<file path="src/rtl/seven_seg_pkg.sv">
// Shared definitions for the multiplexed seven-segment scanner.
// Segment encodings use logical polarity: a lit segment is 1, with a in bit 0.
package seven_seg_pkg;

   typedef enum logic {BLANK, DRIVE} state_t;

   localparam logic [6:0] SEG_OFF = 7'h00;

   // Hex glyphs 0-9, A, b, C, d, E, F.
   localparam logic [6:0] SEG_LUT [16] = '{
      7'h3F, 7'h06, 7'h5B, 7'h4F, 7'h66, 7'h6D, 7'h7D, 7'h07,
      7'h7F, 7'h6F, 7'h77, 7'h7C, 7'h39, 7'h5E, 7'h79, 7'h71
   };

endpackage

</file>
<file path="src/rtl/seven_seg_scan_hex_to_7seg.sv">
// Combinational nibble-to-glyph decode with logical (active-high) segment output.
module hex_to_7seg
   import seven_seg_pkg::*;
(
   input  logic [3:0] hex,
   output logic [6:0] seg
);

   assign seg = SEG_LUT[hex];

endmodule

</file>
<file path="src/rtl/seven_seg_scan.sv">
// Time-multiplexed driver for common-anode 7-segment digits with frame-synchronous capture.
// Define SEVSEG_LZ_BLANK_EN to suppress leading zeros (digit 0 is always shown).
module seven_seg_scan
   import seven_seg_pkg::*;
#(
   parameter int NUM_DIGITS   = 6,
   parameter int SCAN_DIV     = 50000,
   parameter int BLANK_CYCLES = 500,
   parameter bit SEG_ACT_LOW  = 1'b1,
   parameter bit AN_ACT_LOW   = 1'b1
) (
   input  logic                    clk,
   input  logic                    rst,
   input  logic [4*NUM_DIGITS-1:0] disp,
   input  logic                    disp_valid,
   output logic [6:0]              seg,
   output logic [NUM_DIGITS-1:0]   an,
   output logic                    frame_tick
);

   localparam int CNT_W = $clog2(SCAN_DIV);
   localparam int IDX_W = (NUM_DIGITS > 1) ? $clog2(NUM_DIGITS) : 1;

   localparam logic [CNT_W-1:0] CNT_LAST  = CNT_W'(SCAN_DIV - 1);
   localparam logic [IDX_W-1:0] IDX_LAST  = IDX_W'(NUM_DIGITS - 1);
   localparam logic [CNT_W:0]   BLANK_LEN = (CNT_W+1)'(BLANK_CYCLES);

   logic [CNT_W-1:0]          cnt, cnt_next;
   logic [IDX_W-1:0]          idx, idx_next;
   state_t                    state, state_next;
   logic [4*NUM_DIGITS-1:0]   shadow;
   logic                      slot_end, frame_end;
   logic [NUM_DIGITS-1:0]     show;
   logic [3:0]                cur_digit;
   logic [6:0]                seg_logic;
   logic                      digit_on;
   logic [NUM_DIGITS-1:0]     an_logic;

   assign slot_end  = (cnt == CNT_LAST);
   assign frame_end = slot_end && (idx == IDX_LAST);

   always_ff @(posedge clk) begin
      if (rst) begin
         cnt    <= '0;
         idx    <= '0;
         state  <= BLANK;
         shadow <= '0;
      end else begin
         cnt   <= cnt_next;
         idx   <= idx_next;
         state <= state_next;
         if (frame_end && disp_valid) begin
            shadow <= disp;
         end
      end
   end

   // Slot timing: each slot opens with a blank window so the previous digit's
   // segments never ghost onto the newly enabled anode.
   always_comb begin
      cnt_next   = slot_end ? '0 : cnt + 1'b1;
      idx_next   = idx;
      state_next = state;
      if (slot_end) begin
         idx_next = (idx == IDX_LAST) ? '0 : idx + 1'b1;
      end
      case (state)
         BLANK:   if ({1'b0, cnt_next} >= BLANK_LEN) state_next = DRIVE;
         DRIVE:   if (slot_end && (BLANK_CYCLES > 0)) state_next = BLANK;
         default: state_next = BLANK;
      endcase
   end

   always_comb begin
      show = '1;
`ifdef SEVSEG_LZ_BLANK_EN
      begin
         logic nz;
         nz = 1'b0;
         for (int k = NUM_DIGITS - 1; k > 0; k--) begin
            nz      = nz | (shadow[4*k +: 4] != 4'h0);
            show[k] = nz;
         end
      end
`endif
   end

   assign cur_digit = shadow[{idx, 2'b00} +: 4];

   hex_to_7seg u_decode (
      .hex (cur_digit),
      .seg (seg_logic)
   );

   assign digit_on = (state == DRIVE) && show[idx];
   assign an_logic = digit_on ? (NUM_DIGITS'(1) << idx) : '0;

   // Pins are a registered copy of the current slot, so they trail the counters
   // by one cycle; frame_tick is registered from the upcoming count instead so
   // that it coincides with the capture cycle.
   always_ff @(posedge clk) begin
      if (rst) begin
         an         <= {NUM_DIGITS{AN_ACT_LOW}};
         seg        <= SEG_OFF ^ {7{SEG_ACT_LOW}};
         frame_tick <= 1'b0;
      end else begin
         an         <= an_logic ^ {NUM_DIGITS{AN_ACT_LOW}};
         seg        <= (digit_on ? seg_logic : SEG_OFF) ^ {7{SEG_ACT_LOW}};
         frame_tick <= (cnt_next == CNT_LAST) && (idx_next == IDX_LAST);
      end
   end

endmodule

</file>
<file path="config.mk">
export PLATFORM = sky130hd
export DESIGN_NAME = seven_seg_scan
export DESIGN_NICKNAME = d
export VERILOG_FILES = /design/src/rtl/seven_seg_pkg.sv /design/src/rtl/seven_seg_scan_hex_to_7seg.sv /design/src/rtl/seven_seg_scan.sv
export SDC_FILE = /design/constraint.sdc
export NUM_CORES = 1
export LEC_CHECK = 0
export CAP_MARGIN = 0
export CORE_ASPECT_RATIO = 1.2
export CORE_MARGIN = 2
export CORE_UTILIZATION = 30
export CTS_BUF_LIST = sky130_fd_sc_hd__clkbuf_4 sky130_fd_sc_hd__clkbuf_8
export DETAILED_ROUTE_END_ITERATION = 10
export SYNTH_ARGS = -nofsm -noshare
export SYNTH_HDL_FRONTEND = slang
export SYNTH_HIERARCHICAL = 1
export SYNTH_SLANG_ARGS = --single-unit
</file>
<file path="constraint.sdc">
create_clock -name clk -period 3.1 [get_ports clk]
set_input_delay 0.93 -clock clk [delete_from_list [all_inputs] [get_ports clk]]
set_output_delay 0.93 -clock clk [all_outputs]
set_load 0.02 [all_outputs]
</file>
==> flow_metrics.env, run 1 <==
export IMPL_synth_xor_area_frac=0.05598
export IMPL_port_buffers=40
export IMPL_hold_viol=0
export IMPL_synth_seq_cells=58
export IMPL_design_portCount=41
export IMPL_antenna_found_initial=0
export IMPL_routedWlPerCell_um=12.51
export IMPL_worstPathMaxFanout=9
export IMPL_timing_hold_ws_ns=0.4511
export IMPL_hp_start="shadow[13]$_SDFFE_PP0P_"
export IMPL_setup_viol=0
export IMPL_grt_max_degree=32
export IMPL_fin_nets=405
export IMPL_synthMuxAreaShare=0.08307
export IMPL_reg2reg_slack_ns=0.51
export IMPL_drive_gt1_frac=0.09920
export IMPL_synth_edf_count=0
export IMPL_p_leak_uw=0.001146
export IMPL_pre_cts_ws_ns=0.5080
export IMPL_start_kind="register"
export IMPL_power_density_mw_per_mm2=446.7
export IMPL_row_count=38
export IMPL_hpwl_mm=4.573
export IMPL_numCtsBuffers=9
export IMPL_setup_ws_ns=0.5110
export IMPL_r2r_end="seg[3]$_SDFF_PP1_"
export IMPL_finalSetupTns_ns=0
export IMPL_crit_type="register to register"
export IMPL_grt_pass1_wl_mm=10.62
export IMPL_fin_crit_ns=2.589
export IMPL_worstMarginPinSlew_ns=1.280
export IMPL_cts_setup_buffers=0
export IMPL_yosysWarnings=6
export IMPL_ir_worst_vdd_v=0.0002496
export IMPL_syn_area_per_cell_um2=8.535
export IMPL_gp_congestion=0.8539
export IMPL_yosysSeqAreaShare=0.4123
export IMPL_r2r_start="idx[0]$_SDFF_PP0_"
export IMPL_grt_pass1_vias=2280
export IMPL_skew_ns=0.008961
export IMPL_drt_iter0_drc=79
export IMPL_crit_required_ns=3.39
export IMPL_worstRegToRegCells=8
export IMPL_synth_top_family_by_area="simple AND/OR/NAND/NOR gates"
export IMPL_grt_ovfl_total=0
export IMPL_clockBufferDepth=2
export IMPL_clock_sinks=58
export IMPL_cts_tree="done"
export IMPL_syn_num_nets=367
export IMPL_layout_cells_non_filler=493
export IMPL_max_freq_mhz=386.3
export IMPL_insertion_delay_ns=0.35
export IMPL_grt_usage=0.1337
export IMPL_cts_resized=0
export IMPL_status="completed"
export IMPL_drc=0
export IMPL_postSynth_asyncResetShare=0
export IMPL_ctsHtreeMaxLevel=3
export IMPL_vias_per_cell=4.649
export IMPL_place_inst=477
export IMPL_min_to="shadow[13]$_SDFFE_PP0P_"
export IMPL_start_util=0.3101
export IMPL_die_width_um=92.45
export IMPL_drt_wl_total_mm=6.165
export IMPL_slew_headroom=0.1374
export IMPL_multi_input_area_mm2=0.001508
export IMPL_synthFlopType="dfxtp_1"
export IMPL_syn_area_mm2=0.002816
export IMPL_die_y_um=110.1
export IMPL_holdPathStages=2
export IMPL_core_mm2=0.009081
export IMPL_via_count=2292
export IMPL_hold_class="register to register"
export IMPL_cp_end_kind="register"
export IMPL_synth_compound_area_share=0.09507
export IMPL_detail_route_antenna_nets=0
export IMPL_synthSimpleGateAreaFrac=0.2568
export IMPL_utilization=0.3884
export IMPL_ctsHoldBuffers=0
export IMPL_area_growth_syn_to_layout_pct=25.23
export IMPL_min_period_over_period=0.8352
export IMPL_antenna_diode_count=0
export IMPL_critPathArrivalTime_ns=2.88
export IMPL_fp_dieArea_mm2=0.01018
export IMPL_synth_cell_types=46
export IMPL_synth_adder_area_share=0.04442
export IMPL_cts_root_buf="clkbuf_8"
export IMPL_seqCellArea_mm2=0.001161
export IMPL_drv_slew=0
export IMPL_fillers=937
export IMPL_clk_pin_slew_worst_paths_ns=0.07
export IMPL_rsz0062_at_grt="no"
export IMPL_drt_pass1_iter_count=4
export IMPL_cap_viol_max_count=0
export IMPL_syn_inst=330
==> critical path: stages (launching register included) <==
cell and delay, ns:
dfxtp_1 0.64, mux4_2 0.56, nand2_1 0.07, o21ai_0 0.20, inv_1 0.20, ha_1 0.26, inv_1 0.06, mux4_1 0.48
nand2_1 0.07
==> logic make-up (layout without fill, tap and decap cells) <==
kind of cell    count (synthesis)  after routing
simple gates                  149            149
fa+ha+maj                      10             10
compound gates                 48             48
buf+inv                        31             74
flops                          58             58
mux                            16             16
xor+xnor                       18             18
==> Yosys cell counts, drive strengths merged (2+ instances only) <==
cell type  instances  share of area
nand2             73          0.097
dfxtp             58           0.41
a21oi             30          0.053
nor2              26          0.037
inv               12          0.016
xnor2             12          0.037
clkbuf            10          0.013
ha                10          0.044
buf                9          0.023
mux2i              8          0.028
nor3               8          0.016
o21ai              8          0.014
nand3              7          0.012
nand4              6          0.019
xor2               6          0.019
mux4               5          0.041
nor2b              5          0.011
a211oi             4          0.011
nand3b             4          0.011
nor4               4         0.0089
mux2               3          0.013
a31oi              2         0.0044
and2               2         0.0044
and3               2         0.0044
nand2b             2         0.0044
nand4b             2         0.0062
nor3b              2         0.0053
nor4b              2         0.0084
or3                2         0.0062
==> cell type report <==
class / instances / share of cell area
clock buffers: 9 / 0.03512
clock inverters: 7 / 0.02661
inverters: 12 / 0.01277
multi-input cells: 241 / 0.4275
flip-flops and latches: 58 / 0.3292
well taps: 120 / 0.04257
repair buffers: 46 / 0.1263
==> state kept, by name, indices dropped and copies added (netlist names) <==
signal / cells
seg: 7
frame_tick: 1
state: 1
shadow: 24
an: 6
idx: 3
cnt: 16
==> per-stage QoR <==
step / cell area, um^2 / total power [uW]
global route: 3527 / 1631
finish: 3527 / 1576
detailed placement: 3309 / 824.5
CTS: 3527 / 1591
floorplan: 2816 / 785.5
global placement: 3309 / 824.3
==> per-layer routing <==
| layer | vias to the layer above | global-route usage | share of wire |
|---|---|---|---|
| li1 | 1188 | - | - |
| met1 | 1049 | 0.1583 | 0.46 |
| met2 | 43 | 0.2252 | 0.47 |
| met3 | 12 | 0.03467 | 0.048 |
| met4 | 0 | 0.06716 | 0.024 |
| met5 | - | 0 | 0 |
==> layout by cell type (no fill, tap or decap), types with 5 or more instances in the layout <==
cell / n
a21oi_1: 30
buf_4: 6
clkbuf_8: 9
clkdlybuf4s50_1: 40
dfxtp_1: 58
ha_1: 10
inv_1: 10
mux2i_1: 8
nand2_1: 73
nand3_1: 7
nand4_1: 5
nor2_1: 25
nor2b_1: 5
nor3_1: 7
o21ai_0: 8
xnor2_1: 12
xor2_1: 6
==> worst max path at each step <==
stage / from / to / slack, ns / depth (start not counted)
6_report: idx[0]$_SDFF_PP0_ / seg[3]$_SDFF_PP1_ / 0.51 / 8
3_5_place_dp: idx[0]$_SDFF_PP0_ / seg[3]$_SDFF_PP1_ / 0.51 / 8
4_1_cts: idx[0]$_SDFF_PP0_ / seg[3]$_SDFF_PP1_ / 0.48 / 8
2_1_floorplan: idx[0]$_SDFF_PP0_ / seg[3]$_SDFF_PP1_ / 0.50 / 9
3_3_place_gp: idx[0]$_SDFF_PP0_ / seg[3]$_SDFF_PP1_ / 0.63 / 8
5_1_grt: idx[0]$_SDFF_PP0_ / seg[3]$_SDFF_PP1_ / 0.26 / 8
==> power breakdown <==
group          total [uW]  leakage (uW)  internal [uW]  switching (uW)
combinational        52.6      0.000573           34.1            18.5
sequential            754      0.000468            748            5.94
clock                 769      0.000105            450             319
No activity file was read; power rests on OpenSTA's default activity.
==> run 2, diff against run 1 <==
Clock period 3.1 ns to 2.6 ns, I/O delays scaled along.
==> flow_metrics.env, run 2 (synthesized netlist as in run 1, its figures left out) <==
export IMPL_hpwl_mm=4.620
export IMPL_insertion_delay_ns=0.35
export IMPL_grt_pass1_vias=2277
export IMPL_die_y_um=110.1
export IMPL_ctsHtreeMaxLevel=3
export IMPL_ctsHoldBuffers=0
export IMPL_hold_viol=0
export IMPL_core_mm2=0.009081
export IMPL_critPathArrivalTime_ns=2.62
export IMPL_routedWlPerCell_um=12.37
export IMPL_seqCellArea_mm2=0.001161
export IMPL_pre_cts_ws_ns=0.2720
export IMPL_skew_ns=0.01293
export IMPL_worstPathMaxFanout=6
export IMPL_vias_per_cell=4.677
export IMPL_cts_resized=0
export IMPL_largest_register_ff_count=24
export IMPL_r2r_start="idx[0]$_SDFF_PP0_"
export IMPL_cts_tree="done"
export IMPL_drt_pass1_iter_count=4
export IMPL_drive_gt1_frac=0.1111
export IMPL_antenna_found_initial=0
export IMPL_ir_worst_vdd_v=0.0002779
export IMPL_via_count=2329
export IMPL_cap_viol_max_count=0
export IMPL_antenna_diode_count=0
export IMPL_gp_congestion=0.8352
export IMPL_start_util=0.3101
export IMPL_setup_viol=0
export IMPL_clockBufferDepth=2
export IMPL_clock_sinks=58
export IMPL_detail_route_antenna_nets=0
export IMPL_startpoint="idx[0]$_SDFF_PP0_"
export IMPL_crit_type="register to register"
export IMPL_cts_root_buf="clkbuf_8"
export IMPL_grt_ovfl_total=0
export IMPL_worstMarginPinSlew_ns=1.233
export IMPL_reg2reg_slack_ns=0.27
export IMPL_crit_required_ns=2.90
export IMPL_drt_iter0_drc=94
export IMPL_hp_start="shadow[19]$_SDFFE_PP0P_"
export IMPL_multi_input_area_mm2=0.001508
export IMPL_max_freq_mhz=429.8
export IMPL_die_width_um=92.45
export IMPL_row_count=38
export IMPL_slew_headroom=0.1691
export IMPL_mostFrequentLayoutCell="nand2_1"
export IMPL_p_leak_uw=0.001152
export IMPL_final_cell_mix="nand2_1 (73), dfxtp_1 (58), clkdlybuf4s50_1 (40), a21oi_1 (30), nor2_1 (25)"
export IMPL_clk_pin_slew_worst_paths_ns=0.08
export IMPL_largest_register="shadow"
export IMPL_hold_class="register to register"
export IMPL_drc=0
export IMPL_cp_end_kind="register"
export IMPL_cts_setup_buffers=0
export IMPL_grt_usage=0.1311
export IMPL_port_buffers=40
export IMPL_start_kind="register"
export IMPL_min_period_over_period=0.8948
export IMPL_fillers=951
export IMPL_grt_pass1_wl_mm=10.51
export IMPL_fin_nets=410
export IMPL_status="completed"
export IMPL_power_density_mw_per_mm2=485.7
export IMPL_drt_wl_total_mm=6.161
export IMPL_grt_max_degree=26
export IMPL_area_growth_syn_to_layout_pct=25.19
export IMPL_fin_crit_ns=2.326
export IMPL_design_portCount=41
export IMPL_top_regs="shadow (24), cnt (16), seg (7)"
export IMPL_drv_slew=0
export IMPL_rsz0062_at_grt="no"
export IMPL_fp_dieArea_mm2=0.01018
export IMPL_finalSetupTns_ns=0
export IMPL_setup_ws_ns=0.2736
export IMPL_numCtsBuffers=9
-- run 2: changes by cell type in the layout (fill, tap and decap cells not counted), sizes merged --
cell      before  now
buf            6   11
bufinv         2    0
clkbuf         9   10
clkinv         3    2
clkinvlp       2    3
inv           12   13
-- run 2: worst max-delay path, stage by stage (launching register included) --
cell and delay (ns):
dfxtp_1 0.50, mux4_2 0.55, nand2_1 0.08, o21ai_0 0.14
inv_1 0.16, ha_1 0.26, inv_1 0.05, mux4_1 0.47
nand2_1 0.06
-- run 2: final cells by class --
class | instances | area share
clock inverter | 6 | 0.01171
multi-input combinational | 241 | 0.4276
timing repair buffer | 51 | 0.1370
tap | 120 | 0.04258
inverter | 12 | 0.01278
sequential | 58 | 0.3293
clock buffer | 10 | 0.03903
-- run 2: per-layer routing --
layer | vias up | part of all wire | track usage
met2 | 45 | 0.48 | 0.2190
li1 | 1204 | - | -
met3 | 7 | 0.031 | 0.03059
met5 | - | 0 | 0
met4 | 0 | 0.018 | 0.06077
met1 | 1073 | 0.48 | 0.1608
-- run 2: final timing paths --
path                             endpoint  depth (start not counted)
setup / recovery        seg[3]$_SDFF_PP1_                          8
hold / removal    shadow[19]$_SDFFE_PP0P_                          2
setup reg to reg        seg[3]$_SDFF_PP1_                          8
hold reg to reg   shadow[19]$_SDFFE_PP0P_                          2
-- run 2: where the power goes --
group	total [uW]	internal [uW]	switching, uW	leakage (uW)
clock network	748	370	377	0.0000847
registers	899	892	6.55	0.000468
logic	66.3	42.7	23.5	0.000599
total	1710	1310	407	0.00115
-- run 2: through the flow --
step / power [uW] / instances / hold slack (ns) / instance area, um^2 / utilization
2_1_floorplan: 936.6 / 330 / 0.4286 / 2816 / -
3_3_place_gp: 984.8 / 482 / 0.4433 / 3347 / 0.3686
3_5_place_dp: 985.2 / 482 / 0.4452 / 3347 / 0.3686
4_1_cts: 1730 / 498 / 0.4549 / 3526 / 0.3883
5_1_grt: 1788 / 498 / 0.4717 / 3526 / 0.3883
6_report: 1713 / 498 / 0.4524 / 3526 / 0.3883
==> run 3, diff against run 2 <==
Settings changed: HOLD_SLACK_MARGIN set to 0.06.
==> results of run 3 <==
No change in the layout: final DEF, timing and power equal those of run 2.
